## config.mk

```make
export PLATFORM = sky130hd
export DESIGN_NAME = sine_analyzer
export DESIGN_NICKNAME = d
export VERILOG_FILES = /design/src/rtl/sine_analyzer_pkg.sv /design/src/rtl/sine_xing_det.sv /design/src/rtl/sine_analyzer.sv
export SDC_FILE = /design/constraint.sdc
export NUM_CORES = 1
export LEC_CHECK = 0
export BUFFER_PORTS_ARGS = -buffer_cell sky130_fd_sc_hd__buf_2
export CAP_MARGIN = 20
export CORE_AREA = 4 4 101 103
export DETAILED_ROUTE_END_ITERATION = 7
export DIE_AREA = 0 0 105 107
export PLACE_DENSITY = 0.82
export SLEW_MARGIN = 20
export SYNTH_ARGS = -nofsm -noshare
export SYNTH_HDL_FRONTEND = slang
export SYNTH_SLANG_ARGS = --single-unit
```

## constraint.sdc

```tcl
create_clock -name clk -period 2.8 [get_ports clk]
set_clock_uncertainty 0.1 [all_clocks]
set_input_delay 0.42 -clock clk [delete_from_list [all_inputs] [get_ports clk]]
set_output_delay 0.42 -clock clk [all_outputs]
set_load 0.05 [all_outputs]
```

## src/rtl/sine_analyzer_pkg.sv

```systemverilog
// Shared types and defaults for the sine analyzer.
// Contents: FSM state type, default sample MSB index and period width,
// and the averaging depth used when SINE_ANALYZER_AVG_EN is defined.
package sine_analyzer_pkg;

   localparam int unsigned DEF_N    = 15;
   localparam int unsigned DEF_PW   = 16;
   localparam int unsigned AVG_LOG2 = 2;

   typedef enum logic [0:0] {
      IDLE = 1'b0,
      RUN  = 1'b1
   } state_t;

endpackage

```

## src/rtl/sine_xing_det.sv

```systemverilog
// Rising zero-crossing detector with hysteresis.
// Ports:
//   clk, reset    - clock, synchronous active-high reset
//   sample_in     - signed sample, N+1 bits
//   sample_valid  - sample_in accepted on this edge
//   clear         - drop the arm flag (cycle abandoned)
//   xing_c        - combinational crossing flag for the presented sample
module sine_xing_det #(
   parameter int unsigned N    = 15,
   parameter int unsigned HYST = 64
) (
   input  logic              clk,
   input  logic              reset,
   input  logic signed [N:0] sample_in,
   input  logic              sample_valid,
   input  logic              clear,
   output logic              xing_c
);

   localparam logic signed [N:0] THR_HI = (N+1)'(HYST);
   localparam logic signed [N:0] THR_LO = -THR_HI;

   logic arm_q;

   // A crossing needs arm from an earlier sample, so one sample cannot arm and cross.
   assign xing_c = sample_valid && arm_q && (sample_in >= THR_HI);

   // Arm on a deep negative sample; disarm on crossing or abandon.
   always_ff @(posedge clk) begin
      if (reset) begin
         arm_q <= 1'b0;
      end else if (sample_valid) begin
         if (xing_c || clear) begin
            arm_q <= 1'b0;
         end else if (sample_in <= THR_LO) begin
            arm_q <= 1'b1;
         end
      end
   end

endmodule

```

## src/rtl/sine_analyzer.sv

```systemverilog
// Sine stream analyzer: measures period (in samples) and half peak-to-peak
// amplitude per cycle, using rising zero crossings with hysteresis.
// Ports:
//   clk, reset    - clock, synchronous active-high reset
//   sample_in     - signed sample, N+1 bits
//   sample_valid  - sample_in accepted on this edge
//   period        - samples per cycle of the last completed cycle
//   amplitude     - (max-min)>>1 of the last completed cycle, unsigned
//   result_valid  - one-cycle pulse when period/amplitude update
//   timeout       - one-cycle pulse when a cycle is abandoned
//   locked        - high while in RUN
// Optional: define SINE_ANALYZER_AVG_EN to report the mean period of four
// consecutive cycles (one result per four crossings).
module sine_analyzer
   import sine_analyzer_pkg::*;
#(
   parameter int unsigned N          = DEF_N,
   parameter int unsigned PW         = DEF_PW,
   parameter int unsigned HYST       = 64,
   parameter int unsigned MAX_PERIOD = 65535
) (
   input  logic              clk,
   input  logic              reset,
   input  logic signed [N:0] sample_in,
   input  logic              sample_valid,
   output logic [PW-1:0]     period,
   output logic [N:0]        amplitude,
   output logic              result_valid,
   output logic              timeout,
   output logic              locked
);

   localparam logic [PW-1:0] MAX_CNT = PW'(MAX_PERIOD);

   state_t              state_q;
   logic [PW-1:0]       count_q;
   logic signed [N:0]   max_q;
   logic signed [N:0]   min_q;
   logic                xing_c;
   logic                timeout_c;
   logic [N+1:0]        diff_c;
   logic [N:0]          amp_c;

   // Abandon the cycle when the counter is full and no crossing arrives.
   assign timeout_c = sample_valid && (state_q == RUN) && !xing_c && (count_q == MAX_CNT);

   // max >= min always, so the N+2-bit difference is non-negative.
   assign diff_c = {max_q[N], max_q} - {min_q[N], min_q};
   assign amp_c  = (N+1)'(diff_c >> 1);

   sine_xing_det #(
      .N    (N),
      .HYST (HYST)
   ) u_xing_det (
      .clk          (clk),
      .reset        (reset),
      .sample_in    (sample_in),
      .sample_valid (sample_valid),
      .clear        (timeout_c),
      .xing_c       (xing_c)
   );

`ifdef SINE_ANALYZER_AVG_EN
   logic [PW+1:0]       acc_q;
   logic [AVG_LOG2-1:0] acc_cnt_q;
   logic [PW+1:0]       sum_c;

   assign sum_c = acc_q + (PW+2)'(count_q);
`endif

   // Cycle FSM, measurement registers and registered outputs.
   always_ff @(posedge clk) begin
      if (reset) begin
         state_q      <= IDLE;
         count_q      <= '0;
         max_q        <= '0;
         min_q        <= '0;
         period       <= '0;
         amplitude    <= '0;
         result_valid <= 1'b0;
         timeout      <= 1'b0;
         locked       <= 1'b0;
`ifdef SINE_ANALYZER_AVG_EN
         acc_q        <= '0;
         acc_cnt_q    <= '0;
`endif
      end else begin
         result_valid <= 1'b0;
         timeout      <= 1'b0;
         if (sample_valid) begin
            case (state_q)
               IDLE: begin
                  if (xing_c) begin
                     state_q <= RUN;
                     locked  <= 1'b1;
                     count_q <= PW'(1);
                     max_q   <= sample_in;
                     min_q   <= sample_in;
                  end
               end
               RUN: begin
                  if (xing_c) begin
`ifdef SINE_ANALYZER_AVG_EN
                     if (acc_cnt_q == {AVG_LOG2{1'b1}}) begin
                        period       <= PW'(sum_c >> AVG_LOG2);
                        amplitude    <= amp_c;
                        result_valid <= 1'b1;
                        acc_q        <= '0;
                        acc_cnt_q    <= '0;
                     end else begin
                        acc_q        <= sum_c;
                        acc_cnt_q    <= acc_cnt_q + AVG_LOG2'(1);
                     end
`else
                     period       <= count_q;
                     amplitude    <= amp_c;
                     result_valid <= 1'b1;
`endif
                     // Crossing sample opens the next cycle.
                     count_q <= PW'(1);
                     max_q   <= sample_in;
                     min_q   <= sample_in;
                  end else if (timeout_c) begin
                     state_q <= IDLE;
                     locked  <= 1'b0;
                     timeout <= 1'b1;
`ifdef SINE_ANALYZER_AVG_EN
                     acc_q     <= '0;
                     acc_cnt_q <= '0;
`endif
                  end else begin
                     count_q <= count_q + PW'(1);
                     if (sample_in > max_q) max_q <= sample_in;
                     if (sample_in < min_q) min_q <= sample_in;
                  end
               end
            endcase
         end
      end
   end

endmodule

```

==> results of run 1 <==
==> final cells by class <==
cell class | instances | area, sq um | area share
clock buffer | 9 | 124 | 0.0227
clock inverter | 6 | 71.3 | 0.0130
inverter | 42 | 158 | 0.0288
multi-input combinational | 433 | 2860 | 0.524
sequential | 85 | 1700 | 0.311
tap | 111 | 139 | 0.0254
timing repair buffer | 69 | 410 | 0.0751
==> through the flow <==
step	instances	instance area, sq um	hold slack (ns)	utilization	worst slack (ns)
after floorplan	578	4830	0.360	-	0.123
after global placement	740	5260	0.338	0.572	0.0298
after detailed placement	740	5260	0.345	0.572	0.0144
after CTS	755	5460	0.263	0.593	0.117
after global routing	755	5470	0.268	0.594	0.0204
final	755	5470	0.278	0.594	0.168
==> critical path, delay by kind of cell, from the launching register on <==
| kind | cells | cell delay [ns] |
|---|---|---|
| AOI/OAI and AO/OA | 3 | 0.62 |
| adders and majority gates | 1 | 0.34 |
| and+or+nand+nor | 3 | 0.56 |
| DFF | 1 | 0.38 |
| muxes | 1 | 0.23 |
| buffers and inverters | 2 | 0.27 |
==> worst max path at each step <==
stage / cells past startpoint / from / to
5_1_grt: 10 / max_q[15] / max_q[5]
3_3_place_gp: 10 / sample_in[15] / max_q[14]
3_5_place_dp: 10 / sample_in[15] / max_q[6]
2_1_floorplan: 10 / sample_in[15] / min_q[0]
4_1_cts: 10 / max_q[15] / max_q[15]
6_report: 10 / max_q[15] / max_q[5]
==> power by group <==
part	internal, uW	switching, uW
Clock	415	458
Combinational	194	267
Sequential	1230	15.8
Total	1840	741
==> logic make-up after synthesis <==
group           Yosys count  synth area share
buf+inv                  60            0.0585
xor+xnor                 18            0.0326
simple gates            219             0.216
fa+ha+maj                49             0.128
flops                    85             0.352
compound gates          115             0.147
mux                      32            0.0663
==> metal layers <==
metal	GRT usage	vias to the layer above
met5	0	-
met4	0.0600	0
met3	0.0391	18
met2	0.369	137
met1	0.255	2047
li1	-	2145
==> Yosys cell counts (4+ instances only) <==
library cell / number
a21oi_1: 51
a21o_1: 9
xnor2_1: 9
or4_1: 4
xor2_1: 9
and3_1: 5
a31oi_1: 7
mux2i_1: 32
inv_1: 40
o21ai_0: 24
clkbuf_1: 12
nor2b_1: 5
nor2_1: 68
nand2_1: 73
o211ai_1: 4
ha_1: 48
nor3_1: 10
and4_1: 4
dfxtp_1: 85
nand4_1: 13
nand3_1: 17
==> flip-flops by register name, indices dropped and copies added, names as in the netlist <==
signal / flops
amplitude: 16
count_q: 16
max_q: 16
min_q: 16
period: 16
locked: 1
result_valid: 1
state_q: 1
timeout: 1
u_xing_det.arm_q: 1
==> cell usage in the layout (no fill, tap or decap), types with 5 or more instances in the layout <==
| cell type | netlist | routed |
|---|---|---|
| dfxtp_1 | 85 | 85 |
| nand2_1 | 73 | 73 |
| nor2_1 | 68 | 67 |
| buf_2 | 0 | 53 |
| a21oi_1 | 51 | 51 |
| ha_1 | 48 | 48 |
| inv_1 | 40 | 40 |
| mux2i_1 | 32 | 32 |
| o21ai_0 | 24 | 24 |
| nand3_1 | 17 | 17 |
| buf_4 | 0 | 14 |
| nand4_1 | 13 | 13 |
| nor3_1 | 10 | 10 |
| xnor2_1 | 9 | 9 |
| a21o_1 | 9 | 9 |
| xor2_1 | 9 | 9 |
| clkbuf_8 | 3 | 9 |
| a31oi_1 | 7 | 7 |
| and3_1 | 5 | 5 |
| nor2b_1 | 5 | 5 |
==> results.sh, run 1 <==
export IMPL_endpoint_kind="register"
export IMPL_r2r_slack_ns=0.17
export IMPL_core_area_sq_um=9200
export IMPL_syn_area_sq_um=4830
export IMPL_synthTopCellsByArea="dfxtp_1, ha_1, mux2i_1, nand2_1, a21oi_1"
export IMPL_p_leak_uw=0.00226
export IMPL_syn_inst=578
export IMPL_syn_to_final_growth_pct=13.1
export IMPL_portBuffers=53
export IMPL_status="completed"
export IMPL_syn_area_per_cell_sq_um=8.36
export IMPL_setup_viol=0
export IMPL_synth_top_area_cell="dfxtp_1"
export IMPL_fp_dieW_um=105
export IMPL_dp_hpwl_um=8780
export IMPL_finalWeightedCongestion=0.916
export IMPL_yosysWarningCount=0
export IMPL_met3_length_um=602
export IMPL_period_needed_ns=2.63
export IMPL_holdCritPathClass="primary input to register"
export IMPL_grt_max_degree=56
export IMPL_crit_arrival_ns=2.75
export IMPL_rows=35
export IMPL_overflow=0
export IMPL_report_power_total_uw=2580
export IMPL_antenna_found_initial=0
export IMPL_dieHeight_um=107
export IMPL_diodes=0
export IMPL_highest_layer="met4"
export IMPL_nets=708
export IMPL_synth_seq_cells=85
export IMPL_ys_flop_type="dfxtp_1"
export IMPL_cp_required_ns=2.92
export IMPL_vias=4347
export IMPL_clk_pin_slew_ns=0.09
export IMPL_fillers=788
export IMPL_grt_pass1_vias=4267
export IMPL_die_area_sq_um=11200
export IMPL_reg2reg_from="max_q[15]"
export IMPL_critPathKind="register to register"
export IMPL_dr_first_iter_drc_count=223
export IMPL_reg2regPathDepth=10
export IMPL_critPathMaxFanout=11
export IMPL_min_to="min_q[4]"
export IMPL_cts_made_buffers=9
export IMPL_peakVddDrop_mv=0.328
export IMPL_cts_setup_buffers=0
export IMPL_maxSlewHeadroom=0.631
export IMPL_cts_root_buffer="clkbuf_8"
export IMPL_ios=54
export IMPL_ys_async_sr_fraction=0
export IMPL_crit_path_top_delay_cell="dfxtp_1"
export IMPL_clock_fmax_ghz=0.380
export IMPL_cts_htree_levels=3
export IMPL_yosysUniqueCellTypes=56
export IMPL_drt_total_wl_um=11400
export IMPL_final_hold_viol_count=0
export IMPL_setup_tns_ns=0
export IMPL_critPathLaunchType="register"
export IMPL_ant_nets=0
export IMPL_cellPowerDensity_nw_per_um2=472
export IMPL_cts_hold_fix_buffers=0
export IMPL_drt_met1_wl_um=4940
export IMPL_grt_pass1_wl_um=19500
export IMPL_synth_top_cell_area_share=0.352
export IMPL_drcViolationCount=0
export IMPL_synth_seq_area_share=0.352
export IMPL_clock_latency_ns=0.36
export IMPL_clkSinkCount=85
export IMPL_max_stage_delay_ns=0.38
export IMPL_cp_cell_sequence="inv_1, ha_1, nand4_1, nor4_2, a21boi_2, o21bai_1, a31oi_4, buf_12, mux2i_1, nor2_1"
export IMPL_avgViaCountPerCell=5.76
export IMPL_hold_start="sample_in[4]"
export IMPL_cts_tree="yes"
export IMPL_drive_gt1_frac=0.157
export IMPL_post_drt_wl_per_cell_um=15.1
export IMPL_grt_setup_unrepaired="no"
export IMPL_met2_length_um=5680
export IMPL_period_share=0.940
export IMPL_r2r_end="max_q[5]"
export IMPL_drt_first_pass_iters=7
export IMPL_worstMarginPinSlew_ns=0.554
export IMPL_cts_resized=0
export IMPL_drv_cap=0
export IMPL_synthesis_nets=646
export IMPL_track_usage=0.207
export IMPL_min_path_cells=3
export IMPL_clock_path_buffers=2
export IMPL_start_util=0.526
export IMPL_synth_edf_count=0
export IMPL_drv_slew=0
Power figures use the tool's default switching activity.
==> run 2, diff against run 1 <==
- PLACE_DENSITY: 0.82 -> 0.75
- RECOVER_POWER: unset -> 100
- clock period: 2.8 -> 2.1 ns (I/O delays scaled with it)
==> results.sh, run 2 (synthesis gave the netlist of run 1 again) <==
export IMPL_status="finished with violations"
export IMPL_violations="negative setup slack"
export IMPL_vias=5157
export IMPL_ant_nets=0
export IMPL_dp_slack_ns=-0.589
export IMPL_fin_area_sq_um=6940
export IMPL_seqPwrFrac=0.435
export IMPL_cts_made_buffers=9
export IMPL_drcViolationCount=0
export IMPL_cp_cell_sequence="inv_2, ha_4, nor2b_4, o211ai_1, a21boi_2, buf_4, or3_4, a31oi_4, buf_12, mux2i_4, nor2_1"
export IMPL_antenna_found_initial=0
export IMPL_grt_max_degree=46
export IMPL_critPathMaxFanout=6
export IMPL_worstMarginPinSlew_ns=0.661
export IMPL_final_cell_mix="buf_4, nand2_1, nor2_1, dfxtp_1, a21oi_1"
export IMPL_reg2reg_from="max_q[1]"
export IMPL_cp_required_ns=2.24
export IMPL_clkSinkCount=85
export IMPL_dp_hpwl_um=9930
export IMPL_finalWeightedCongestion=0.925
export IMPL_setup_viol=61
export IMPL_reg2regPathDepth=11
export IMPL_clk_pin_slew_ns=0.10
export IMPL_ios=54
export IMPL_die_area_sq_um=11200
export IMPL_period_needed_ns=2.53
export IMPL_portBuffers=53
export IMPL_power_frac_comb=0.274
export IMPL_whs_ns=0.202
export IMPL_nets=821
export IMPL_final_hold_viol_count=0
export IMPL_report_power_total_uw=3820
export IMPL_crit_path_top_delay_cell="dfxtp_2"
export IMPL_grt_pass1_vias=5012
export IMPL_cellPowerDensity_nw_per_um2=550
export IMPL_fillers=622
export IMPL_fp_dieW_um=105
export IMPL_final_common_cell="buf_4"
export IMPL_swShare=0.312
export IMPL_cp_endpoint="max_q[1]"
export IMPL_clock_fmax_ghz=0.395
export IMPL_holdCritPathClass="primary input to register"
export IMPL_peakVddDrop_mv=0.368
export IMPL_cts_htree_levels=3
export IMPL_p_clk_frac=0.291
export IMPL_drv_cap=0
export IMPL_grt_pass1_wl_um=23200
export IMPL_drt_first_pass_iters=5
export IMPL_switchingPower_uw=1190
export IMPL_dieHeight_um=107
export IMPL_diodes=0
export IMPL_grt_setup_unrepaired="yes"
export IMPL_syn_to_final_growth_pct=43.5
export IMPL_maxSlewHeadroom=0.561
export IMPL_r2r_slack_ns=-0.43
export IMPL_drv_slew=0
export IMPL_p_int_uw=2620
export IMPL_rows=35
export IMPL_critPathLaunchType="register"
export IMPL_core_area_sq_um=9200
export IMPL_drt_total_wl_um=15600
export IMPL_clock_path_buffers=2
export IMPL_period_share=1.21
export IMPL_crit_arrival_ns=2.67
export IMPL_post_drt_wl_per_cell_um=18.0
export IMPL_track_usage=0.252
export IMPL_clock_latency_ns=0.37
export IMPL_p_leak_uw=0.00281
export IMPL_critPathKind="register to register"
export IMPL_start_util=0.526
export IMPL_dr_first_iter_drc_count=329
export IMPL_overflow=0
export IMPL_startpoint="max_q[1]"
export IMPL_drive_gt1_frac=0.375
export IMPL_endpoint_kind="register"
export IMPL_avgViaCountPerCell=5.93
export IMPL_cts_root_buffer="clkbuf_8"
export IMPL_dpl_instance_area_sq_um=6130
export IMPL_r2r_end="max_q[1]"
export IMPL_setup_ws_ns=-0.433
export IMPL_cts_tree="yes"
export IMPL_final_cells=869
export IMPL_placed_cells=831
export IMPL_max_stage_delay_ns=0.35
run 2: what timing repair did:
item | 4_1_cts | 5_1_grt
hold buffers | 0 | 0
endpoints found under the setup margin | 47 | 59
gates cloned | 2 | 0
pin swaps | 25 | 26
endpoints found under the hold margin | 0 | 0
resized for setup | 55 | 62
setup buffers | 12 | 10
run 2: layer usage:
| layer | up-vias | part of all wire | track usage |
|---|---|---|---|
| met1 | 2442 | 0.38 | 0.290 |
| met4 | 0 | 0.037 | 0.107 |
| li1 | 2387 | - | - |
| met2 | 265 | 0.51 | 0.460 |
| met3 | 63 | 0.068 | 0.0433 |
| met5 | - | 0 | 0 |
run 2: area by class of cell:
cell class | count | area [sq um] | area share
multi-input cells | 433 | 3430 | 0.495
flip-flops and latches | 85 | 1730 | 0.250
repair buffers | 182 | 1290 | 0.186
inverters | 42 | 158 | 0.0227
well taps | 111 | 139 | 0.0200
clock buffers | 10 | 138 | 0.0198
clock inverters | 6 | 46.3 | 0.00668
run 2: how the worst min path moves through the flow:
stage             startpoint            to  cells past startpoint
4_1_cts                reset    count_q[7]                      2
6_report               reset    count_q[7]                      2
3_3_place_gp       period[2]     period[2]                      2
5_1_grt                reset    count_q[7]                      2
2_1_floorplan  sample_in[10]     max_q[10]                      2
3_5_place_dp    amplitude[6]  amplitude[6]                      2
run 2: power by group through the flow:
stage	clock network (uW)	logic [uW]	registers, uW
after CTS	1110	924	1660
after floorplan	0	472	1700
after global placement	0	769	1690
final	1110	1050	1660
after global routing	1200	1120	1660
after detailed placement	0	799	1690
run 2: worst max-delay path: cells and delay by family (launching register included):
family                   cells  cell delay [ns]
AND/OR/NAND/NOR              3             0.52
adder cells (fa/ha/maj)      1             0.21
AO/OA/AOI/OAI                3             0.63
buffers and inverters        3             0.35
multiplexers                 1             0.22
flip-flops                   1             0.35
run 2: stage by stage:
step | util | setup TNS (ns)
after floorplan | - | -3.89
after global placement | 0.667 | -17.18
after detailed placement | 0.667 | -21.36
after CTS | 0.727 | -9.00
after global routing | 0.754 | -20.47
final | 0.754 | -14.19
==> run 3, diff against run 2 <==
- PLACE_DENSITY: 0.75 -> 0.77
==> results.sh, run 3 (synthesis gave the netlist of run 1 again) <==
export IMPL_clkSinkCount=85
export IMPL_final_common_cell="buf_4"
export IMPL_fillers=614
export IMPL_cts_root_buffer="clkbuf_8"
export IMPL_ios=54
export IMPL_final_cell_mix="buf_4, nand2_1, dfxtp_1, nor2_1, clkbuf_1"
export IMPL_grt_max_degree=49
export IMPL_worstMarginPinSlew_ns=0.631
export IMPL_drv_slew=0
export IMPL_cts_made_buffers=9
export IMPL_overflow=0
export IMPL_setup_ws_ns=-0.389
export IMPL_period_needed_ns=2.49
export IMPL_die_area_sq_um=11200
export IMPL_ant_nets=0
export IMPL_placed_cells=832
export IMPL_portBuffers=53
export IMPL_start_util=0.526
export IMPL_period_share=1.19
export IMPL_cp_required_ns=2.25
export IMPL_report_power_total_uw=3870
export IMPL_fp_dieW_um=105
export IMPL_post_drt_wl_per_cell_um=17.8
export IMPL_cts_tree="yes"
export IMPL_clock_latency_ns=0.37
export IMPL_dr_first_iter_drc_count=289
export IMPL_dp_hpwl_um=9960
export IMPL_clock_fmax_ghz=0.402
export IMPL_clk_pin_slew_ns=0.09
export IMPL_grt_setup_unrepaired="yes"
export IMPL_grt_pass1_wl_um=22600
export IMPL_drt_first_pass_iters=5
export IMPL_violations="negative setup slack"
export IMPL_drcViolationCount=0
export IMPL_cts_htree_levels=3
export IMPL_clock_path_buffers=2
export IMPL_antenna_found_initial=0
export IMPL_drt_total_wl_um=15400
export IMPL_avgViaCountPerCell=5.82
export IMPL_dieHeight_um=107
export IMPL_p_leak_uw=0.00277
export IMPL_drv_cap=0
export IMPL_setup_viol=56
export IMPL_final_cells=865
export IMPL_nets=817
export IMPL_final_hold_viol_count=0
export IMPL_maxSlewHeadroom=0.581
export IMPL_crit_arrival_ns=2.64
export IMPL_fin_area_sq_um=6890
export IMPL_endpoint_kind="register"
export IMPL_vias=5034
export IMPL_syn_to_final_growth_pct=42.5
export IMPL_finalWeightedCongestion=0.894
export IMPL_cellPowerDensity_nw_per_um2=562
export IMPL_holdCritPathClass="primary input to register"
export IMPL_grt_pass1_vias=4804
export IMPL_critPathKind="primary input to register"
export IMPL_diodes=0
export IMPL_drive_gt1_frac=0.357
export IMPL_core_area_sq_um=9200
export IMPL_status="finished with violations"
export IMPL_peakVddDrop_mv=0.285
export IMPL_rows=35
export IMPL_track_usage=0.246
export IMPL_critPathMaxFanout=6
export IMPL_critPathLaunchType="primary input"
export IMPL_dpl_instance_area_sq_um=6130
-- run 3: repair_timing --
item | CTS | global route
hold buffers | 0 | 0
setup buffers | 4 | 12
gates resized for setup | 55 | 62
cloned | 1 | 1
pin swaps | 26 | 35
setup endpoints to repair | 51 | 58
-- run 3: per-stage QoR --
stage | TNS (ns) | setup WS (ns) | util | hold WS, ns
4_1_cts | -6.78 | -0.344 | 0.715 | 0.0898
3_3_place_gp | -14.78 | -0.377 | 0.666 | 0.338
6_report | -12.12 | -0.389 | 0.749 | 0.0966
5_1_grt | -20.01 | -0.502 | 0.749 | 0.0842
3_5_place_dp | -17.58 | -0.455 | 0.666 | 0.343
2_1_floorplan | -3.89 | -0.194 | - | 0.359
-- run 3: layer usage --
| metal | wire length, um | part of all wire | vias up | global-route usage |
|---|---|---|---|---|
| met3 | 890 | 0.058 | 57 | 0.0403 |
| met2 | 7880 | 0.51 | 209 | 0.453 |
| met5 | 0 | 0 | - | 0 |
| li1 | - | - | 2373 | - |
| met1 | 6120 | 0.40 | 2395 | 0.293 |
| met4 | 528 | 0.034 | 0 | 0.0731 |
-- run 3: worst paths after layout --
path,start,endpoint,slack [ns],depth (start not counted)
min reg2reg,period[14],period[14],0.36,2
max,sample_in[11],min_q[6],-0.39,14
min,reset,amplitude[9],0.1,2
max reg2reg,max_q[8],max_q[8],-0.39,12
-- run 3: worst max-delay path, stage by stage --
cell       delay [ns]
clkbuf_1         0.12
clkbuf_1         0.35
nor4_2           0.14
a31oi_4          0.20
inv_2            0.07
ha_4             0.15
nand2b_4         0.16
buf_6            0.12
nor4b_4          0.23
nor2_2           0.09
o21ai_4          0.12
clkbuf_16        0.22
mux2i_1          0.28
nor2_1           0.06
-- run 3: final cells by class --
class	count	area, sq um	area share
multi-input cells	433	3430	0.498
flip-flops and latches	85	1730	0.250
repair buffers	178	1240	0.180
inverters	42	160	0.0232
well taps	111	139	0.0202
clock buffers	10	138	0.0200
clock inverters	6	52.6	0.00763
-- run 3: report_power, final --
group          switching, uW  internal (uW)  leakage, uW  total, uW
combinational            533            526      0.00198       1060
sequential              20.2           1640     0.000695       1660
clock                    669            483    0.0000918       1150
